File: config.mk
export PLATFORM = sky130hd
export DESIGN_NAME = morse_tx_encoder
export DESIGN_NICKNAME = d
export VERILOG_FILES = /design/src/rtl/morse_tx_encoder.sv
export SDC_FILE = /design/constraint.sdc
export NUM_CORES = 1
export LEC_CHECK = 0
export ABC_AREA = 1
export CAP_MARGIN = 20
export CORE_ASPECT_RATIO = 1.5
export CORE_MARGIN = 2
export CORE_UTILIZATION = 38
export CTS_CLUSTER_DIAMETER = 50
export DETAILED_ROUTE_END_ITERATION = 10
export GPL_ROUTABILITY_DRIVEN = 0
export PLACE_DENSITY = 0.63
export REMOVE_ABC_BUFFERS = 1
export SKIP_LAST_GASP = 1
export SLEW_MARGIN = 15
export SYNTH_ARGS = -nofsm -noshare
export SYNTH_HDL_FRONTEND = slang
export SYNTH_SLANG_ARGS = --single-unit
File: constraint.sdc
create_clock -name clk -period 5.2 [get_ports clk]
set_input_delay 1.04 -clock clk [delete_from_list [all_inputs] [get_ports clk]]
set_output_delay 1.04 -clock clk [all_outputs]
set_load 0.005 [all_outputs]
File: src/rtl/morse_tx_encoder.sv
// morse_tx_encoder: accepts ASCII characters over a valid/ready handshake and
// keys them out as timed Morse marks and spaces (unit time U = dot length).
// Optional feature: define MORSE_TX_DIGITS_EN to encode '0'-'9'; otherwise
// digits are reported as unsupported.
//
// Handshake: a character is accepted on a rising clk edge where
// char_valid && char_ready; char_ready is high only in IDLE, and the producer
// must hold char_data stable while char_valid is high and not yet accepted.
module morse_tx_encoder #(
    parameter int unsigned MIN_UNIT = 1
) (
    input  logic        clk,
    input  logic        rst_n,
    input  logic [31:0] unit_cycles,
    input  logic        char_valid,
    input  logic [7:0]  char_data,
    output logic        char_ready,
    input  logic        abort,
    output logic        tone_on,
    output logic        dot_pulse,
    output logic        dash_pulse,
    output logic        char_done,
    output logic        unsupported,
    output logic        busy,
    output logic [2:0]  o_dbg_state
);

    localparam logic [2:0] S_IDLE     = 3'd0;
    localparam logic [2:0] S_MARK     = 3'd1;
    localparam logic [2:0] S_ELEM_GAP = 3'd2;
    localparam logic [2:0] S_CHAR_GAP = 3'd3;
    localparam logic [2:0] S_WORD_GAP = 3'd4;
    localparam logic [2:0] S_UNSUP    = 3'd5;

    // A zero floor would make durations of zero cycles; never go below one.
    localparam logic [31:0] W_FLOOR = (MIN_UNIT < 1) ? 32'd1 : 32'(MIN_UNIT);

    // Returns {length[2:0], pattern[4:0]}; pattern is left-aligned (first
    // element in bit 4), 1 = dash. Length 0 means no code for this char.
    function automatic logic [7:0] lookup(input logic [7:0] c);
        logic [7:0] u;
        u = (c >= 8'h61 && c <= 8'h7A) ? (c - 8'h20) : c;
        case (u)
            8'h41: lookup = {3'd2, 5'b01000}; // A .-
            8'h42: lookup = {3'd4, 5'b10000}; // B -...
            8'h43: lookup = {3'd4, 5'b10100}; // C -.-.
            8'h44: lookup = {3'd3, 5'b10000}; // D -..
            8'h45: lookup = {3'd1, 5'b00000}; // E .
            8'h46: lookup = {3'd4, 5'b00100}; // F ..-.
            8'h47: lookup = {3'd3, 5'b11000}; // G --.
            8'h48: lookup = {3'd4, 5'b00000}; // H ....
            8'h49: lookup = {3'd2, 5'b00000}; // I ..
            8'h4A: lookup = {3'd4, 5'b01110}; // J .---
            8'h4B: lookup = {3'd3, 5'b10100}; // K -.-
            8'h4C: lookup = {3'd4, 5'b01000}; // L .-..
            8'h4D: lookup = {3'd2, 5'b11000}; // M --
            8'h4E: lookup = {3'd2, 5'b10000}; // N -.
            8'h4F: lookup = {3'd3, 5'b11100}; // O ---
            8'h50: lookup = {3'd4, 5'b01100}; // P .--.
            8'h51: lookup = {3'd4, 5'b11010}; // Q --.-
            8'h52: lookup = {3'd3, 5'b01000}; // R .-.
            8'h53: lookup = {3'd3, 5'b00000}; // S ...
            8'h54: lookup = {3'd1, 5'b10000}; // T -
            8'h55: lookup = {3'd3, 5'b00100}; // U ..-
            8'h56: lookup = {3'd4, 5'b00010}; // V ...-
            8'h57: lookup = {3'd3, 5'b01100}; // W .--
            8'h58: lookup = {3'd4, 5'b10010}; // X -..-
            8'h59: lookup = {3'd4, 5'b10110}; // Y -.--
            8'h5A: lookup = {3'd4, 5'b11000}; // Z --..
`ifdef MORSE_TX_DIGITS_EN
            8'h30: lookup = {3'd5, 5'b11111}; // 0 -----
            8'h31: lookup = {3'd5, 5'b01111}; // 1 .----
            8'h32: lookup = {3'd5, 5'b00111}; // 2 ..---
            8'h33: lookup = {3'd5, 5'b00011}; // 3 ...--
            8'h34: lookup = {3'd5, 5'b00001}; // 4 ....-
            8'h35: lookup = {3'd5, 5'b00000}; // 5 .....
            8'h36: lookup = {3'd5, 5'b10000}; // 6 -....
            8'h37: lookup = {3'd5, 5'b11000}; // 7 --...
            8'h38: lookup = {3'd5, 5'b11100}; // 8 ---..
            8'h39: lookup = {3'd5, 5'b11110}; // 9 ----.
`endif
            default: lookup = 8'h00;
        endcase
    endfunction

    logic [2:0]  r_state;
    logic [33:0] r_cnt;     // cycles elapsed in the current state
    logic [31:0] r_unit;    // U latched at accept
    logic [4:0]  r_pat;     // remaining elements, current one in bit 4
    logic [2:0]  r_left;    // elements remaining including the current one

    logic        w_accept;
    logic [7:0]  w_code;
    logic [31:0] w_u_in;
    logic [33:0] w_u1;
    logic [33:0] w_u3;
    logic [33:0] w_u4;
    logic [33:0] w_dur;
    logic        w_last;

    assign w_accept = char_valid && char_ready;
    assign w_code   = lookup(char_data);
    assign w_u_in   = (unit_cycles < W_FLOOR) ? W_FLOOR : unit_cycles;
    assign w_u1     = {2'b00, r_unit};
    assign w_u3     = (w_u1 << 1) + w_u1;
    assign w_u4     = w_u1 << 2;

    // Length of the current state in cycles, from the latched unit.
    always_comb begin
        w_dur = 34'd1;
        case (r_state)
            S_MARK:     w_dur = r_pat[4] ? w_u3 : w_u1;
            S_ELEM_GAP: w_dur = w_u1;
            S_CHAR_GAP: w_dur = w_u3;
            S_WORD_GAP: w_dur = w_u4;
            default:    w_dur = 34'd1;
        endcase
    end

    assign w_last = (r_cnt == (w_dur - 34'd1));

    // Outputs decode the registered state so reset clears them immediately.
    assign char_ready  = (r_state == S_IDLE);
    assign busy        = (r_state != S_IDLE);
    assign tone_on     = (r_state == S_MARK);
    assign dot_pulse   = (r_state == S_MARK) && (r_cnt == 34'd0) && !r_pat[4];
    assign dash_pulse  = (r_state == S_MARK) && (r_cnt == 34'd0) &&  r_pat[4];
    assign char_done   = ((r_state == S_CHAR_GAP) || (r_state == S_WORD_GAP)) && w_last;
    assign unsupported = (r_state == S_UNSUP);
    assign o_dbg_state = r_state;

    // Sequencer: accept/lookup in IDLE, then step through marks and gaps.
    always_ff @(posedge clk or negedge rst_n) begin
        if (!rst_n) begin
            r_state <= S_IDLE;
            r_cnt   <= 34'd0;
            r_unit  <= 32'd1;
            r_pat   <= 5'd0;
            r_left  <= 3'd0;
        end else if (r_state == S_IDLE) begin
            r_cnt <= 34'd0;
            if (w_accept) begin
                r_unit <= w_u_in;
                r_pat  <= w_code[4:0];
                r_left <= w_code[7:5];
                if (char_data == 8'h20)
                    r_state <= S_WORD_GAP;
                else if (w_code[7:5] != 3'd0)
                    r_state <= S_MARK;
                else
                    r_state <= S_UNSUP;
            end
        end else if (abort) begin
            r_state <= S_IDLE;
            r_cnt   <= 34'd0;
        end else if (r_state == S_UNSUP) begin
            r_state <= S_IDLE;
        end else if (w_last) begin
            r_cnt <= 34'd0;
            case (r_state)
                S_MARK: begin
                    r_pat   <= {r_pat[3:0], 1'b0};
                    r_left  <= r_left - 3'd1;
                    r_state <= (r_left == 3'd1) ? S_CHAR_GAP : S_ELEM_GAP;
                end
                S_ELEM_GAP: r_state <= S_MARK;
                default:    r_state <= S_IDLE;
            endcase
        end else begin
            r_cnt <= r_cnt + 34'd1;
        end
    end

endmodule

# Word-level counts from Yosys, hierarchy flattened
# Memory sizes are Yosys's and may differ from the RTL's.
# Index checks and enable logic that the tools add are counted.
# W data, S select, Z words.
# totals
ff_bits	77
word_cells	74
n_memories	1
out_inout_bits	10
in_bits	44
mem_bits_ro	896
# classes
order_cmp	3
n_addsub	5
eq_ne	12
muxes	30
n_reduce_logical	18
# mem_list
memory	words	width	read_ports	rd_clocked_by_memory_dff	write_ports	line	source
(no name shown)	128	7	1	0	0	43	case (u)
# op_table
operator	n
$mux W34	5
$pmux W34 S4	1
$mux W3	13
$add A33 B32 Y34	1
$add A34 B1 Y34 const B	1
$eq A34 B34 Y1	1
$logic_not A34 Y1	1
$sub A34 B1 Y34 const B	1
$lt A32 B1 Y1 const B	1
$mux W32	1
$mux W5	6
$mux W8	2
$eq A8 B6 Y1 const B	1
$ge A8 B7 Y1 const B	1
$le A8 B7 Y1 const B	1
$sub A8 B6 Y8 const B	1
$eq A3 B1 Y1 const B	2
$eq A3 B2 Y1 const B	2
$eq A3 B3 Y1 const B	2
$logic_and A1 B1 Y1	6
$reduce_bool A3 Y1	2
$reduce_and A5 Y1	1
$ne A2 B2 Y1 const B	2
$pmux W2 S2	1
10 further kinds	12

# Longest topological paths before layout
# An unclocked memory read counts as a cell.
# logic_depth
ltp_word	10
depth_mapped	31
depth_no_buf	31

# Worst setup path after synthesis
# Ideal clock, no wire load.
# synth_timing
path_kind	register to output
startpoint	register r_unit[0]
endpoint	output char_done
required_time_ps	4160
arrival_ps	3197
n_path_buf	0
path_stages_with_launch	25
setup_slack_ps	963
cell_sequence	dfstp_2 > ha_1 > inv_1 > fa_1 > inv_1 > nand3_1 > nand2_1 > nand2_1 > nand2_1 > nand2_1 > nand3_1 > nand2_1 > nor2_1 > nand3_2 > nor2_4 > nand2_4 > nor2_8 > nand2_1 > nand3_1 > nand2_1 > nor2_1 > nand2_1 > nor2_4 > nand2_4 > a21oi_1
# synth_between
elab_chain_cells	6
# synth_lines
element	line	source
start, declared	88	logic [31:0] r_unit;
start signal, assigned	143	r_unit <= w_u_in;
$add A33 B32 Y34	105	assign w_u3 = (w_u1 << 1) + w_u1;
$mux W34	112	S_MARK: w_dur = r_pat[4] ? w_u3 : w_u1;
$pmux W34 S4 (*)	111	case (r_state)
$sub A34 B1 Y34 (*)	120	assign w_last = (r_cnt == (w_dur - 34'd1));
$eq A34 B34 Y1 (*)	120	
$logic_and A1 B1 Y1 (*)	128	assign char_done = ((r_state == S_CHAR_GAP) || (r_state == S_WORD_GAP)) && w_last;
end, declared	22	output logic char_done,
# Every way passes the cells marked *; elsewhere a longest branch is shown, timed or not.

# Worst setup path after layout
# layout_timing
startpoint	register r_unit[18]
endpoint	output char_done
# The elaborated chain is that of the path after synthesis.

==> run metrics <==
Syn Inst Count=1598; slowest stage cell, crit path=dfrtp_1; Die X=134 µm; min-delay src=r_pat[1]$_DFFE_PN0P_; total track usage=a little under a quarter; final setup fails=0; via count=between 10000 and 15000; Post-synth ARST share=100%; Post-synth EDFFs=0; CP Data Arrival Time=3.92 ns; FMAX=202 MHz; r2r startpoint=r_unit[18]$_DFFE_PN0P_; Hold Path End=r_pat[1]$_DFFE_PN0P_; worst reg2reg path endpoint=o_dbg_state[0]$_DFFE_PN0P_; 1st-pass router iterations=5; commonest non-fill, non-tap cell in the layout=nand2_1; Leak Pwr=between 5 and 6 nW; Slew Viols, Final=0; Diodes inserted=0; WL/cell=around 15 µm; worst path required time=4.16 ns; Final ANT Viol Nets=0; most frequent CP cell=nand2_1; first-pass GRT wire length=48900 µm; CTS tree=yes; Slew HR=between 50% and 60%; CTS buffer count=9; die area=26500 µm²; fin area=between 10000 and 15000 µm²; Starting Density=about two fifths; Top Family by Delay on Critical Path=simple AND/OR/NAND/NOR gates; I/O pin cnt=54; Nets=1753; Clock Skew=0.00834 ns; largest area contributor in the netlist=nand2_1; VDD IR-drop max=roughly 0.00025 V; clock buffer depth=2; gr ovfl total=0; Area contributors post-synth=nand2_1 21%, dfrtp_1 20%, inv_1 10%; vias in the first global route=10100; total wire length=between 30000 and 40000 µm; initial antenna violation count=0; IO buf count=between 50 and 60; Rows=71; power density over cell area=between 600 and 700 nW/µm²; Worst setup SP type=flop; sequential share of the synthesized area=approximately 20%; Max H-tree Level=3; DR iter-0 viols=647; CP endpoint kind=primary output; clock sinks=76; Worst Reg-to-Reg Cells=28; Clock transition at path regs=0.07 ns; Reg2Reg Setup Slack=1.09 ns; ys flop type=dfrtp_1; Synth Register Bits=76; CORE AREA=about 25000 µm²; largest net degree at the start of global routing=between 60 and 70; Synth warnings=0; critical path's largest stage delay=roughly 0.41 ns; Syn Area/Cell=around 6 µm²; final hold vios=0; worst-skew pair later-pin latency=between 0.3 and 0.4 ns; Synth-to-Final Area Change=15.2%; worst hold path depth=2; CTS Root Cell=clkbuf_16; Min-Delay Path Class=flop to flop; count of different cell masters after synthesis=between 40 and 50; CP max FO=4; max-cap violations=0; fillers=roughly 2600; die height=a little under 200 µm; crit path time final=4.96 ns; fraction of layout cells with a size suffix above 1=11.4%; Placed Area=around 10000 µm²; Critical path buffers and inverters=2; status=finished clean; Worst-Margin Slew=0.690 ns; Yosys top cell area share=between 20 and 25%; cell area after synthesis=between 9000 and 10000 µm²; most frequent cells in the layout=521 x nand2_1, 262 x inv_1, 166 x nand3_1; final core area utilization=between 40 and 50%; fin crit share=between 90 and 100%; Post-route DRC=0; CP Class=flop to primary output; Avg Vias per Cell=~5.2; hpwl dp=between 20000 and 25000 µm
-- Yosys cell counts (2+ instances only) --
| cell type | instances |
|---|---|
| a21oi_1 | 36 |
| nand3_1 | 168 |
| nand4_1 | 34 |
| o22ai_1 | 26 |
| nor2_1 | 115 |
| buf_6 | 4 |
| clkinv_1 | 4 |
| and2_1 | 3 |
| dfrtp_1 | 75 |
| a211oi_1 | 2 |
| o21bai_1 | 3 |
| inv_2 | 20 |
| o21ai_1 | 3 |
| ha_1 | 49 |
| a31oi_1 | 4 |
| buf_2 | 9 |
| nand3b_1 | 6 |
| nand2_1 | 526 |
| nor4_1 | 19 |
| o22ai_2 | 31 |
| nor2_2 | 17 |
| nor3_1 | 21 |
| xor2_1 | 41 |
| clkbuf_1 | 12 |
| o21ai_2 | 2 |
| nand3_2 | 8 |
| nor2_4 | 9 |
| inv_1 | 263 |
| nand2_4 | 6 |
| nand2_2 | 14 |
| o21ai_0 | 48 |
| buf_12 | 3 |
-- metrics by stage --
step	hold WS [ns]	setup TNS [ns]	cells	power, W	setup slack (ns)
5_1_grt	0.493	-0.00695	1991	0.00774	-0.00695
3_3_place_gp	0.458	0	1965	0.00586	0.106
2_1_floorplan	0.442	0	1569	0.00463	0.950
3_5_place_dp	0.464	0	1965	0.00591	0.0221
4_1_cts	0.480	0	1985	0.00673	0.0252
6_report	0.474	0	1991	0.00701	0.240
-- state kept, by name (all words and copies together), names as in the netlist --
signal and flops:
r_pat 4, r_unit 32, r_cnt 34, r_left 3, o_dbg_state 3
-- report_power, final --
| part | internal [W] | leakage [nW] | switching, W |
|---|---|---|---|
| Clock | 0.000443 | 0.158 | 0.000281 |
| Sequential | 0.000752 | 0.997 | 0.000203 |
| Combinational | 0.00181 | 4.38 | 0.00352 |
-- worst reg2reg max path: cells and delay by family (launching register included) --
family        cells  cell delay, ns
buf+inv           2            0.32
simple gates     25            2.96
fa+ha+maj         1            0.33
flops             1            0.41
-- how the worst max path moves through the flow --
stage | start | end | slack, ns | cells after the start
after floorplan | r_unit[0]$_DFFE_PN1P_ | char_done | 0.95 | 24
after global placement | r_unit[0]$_DFFE_PN1P_ | char_done | 0.11 | 28
after detailed placement | r_unit[0]$_DFFE_PN1P_ | char_done | 0.02 | 28
after CTS | r_unit[0]$_DFFE_PN1P_ | char_done | 0.03 | 26
after global routing | r_unit[0]$_DFFE_PN1P_ | char_done | -0.007 | 26
final | r_unit[18]$_DFFE_PN0P_ | char_done | 0.24 | 25
-- timing repair --
item,CTS,global route
endpoints found under the hold margin,0,0
endpoints found under the setup margin,1,1
pin swaps,8,17
hold buffers,0,0
gates resized for setup,9,40
buffers inserted,5,6
-- layout make-up --
class / count / area (µm²) / area share [%]
multi-input cells: 1205 / 6580 / 59.7
flip-flops and latches: 76 / 1900 / 17.3
inverters: 288 / 1080 / 9.83
repair buffers: 79 / 718 / 6.51
well taps: 328 / 410 / 3.72
clock buffers: 11 / 253 / 2.29
clock inverters: 4 / 72.6 / 0.658
-- cells by family (layout without fill, tap and decap cells) --
kind of cell	count (synthesis)	after routing	synth area share [%]
compound gates	161	161	11.7
xor+xnor	42	42	3.84
fa+ha+maj	50	50	6.61
buf+inv	317	382	13.4
flops	76	76	19.9
simple gates	952	952	44.5
-- metal layers --
metal	up-vias	GRT usage, %	routed length [µm]
met5	-	0	0
met4	0	11.9	1500
met3	73	1.96	843
met2	257	45.1	16100
met1	4747	24.6	12100
li1	5239	-	-
Power figures use the tool's default switching activity.
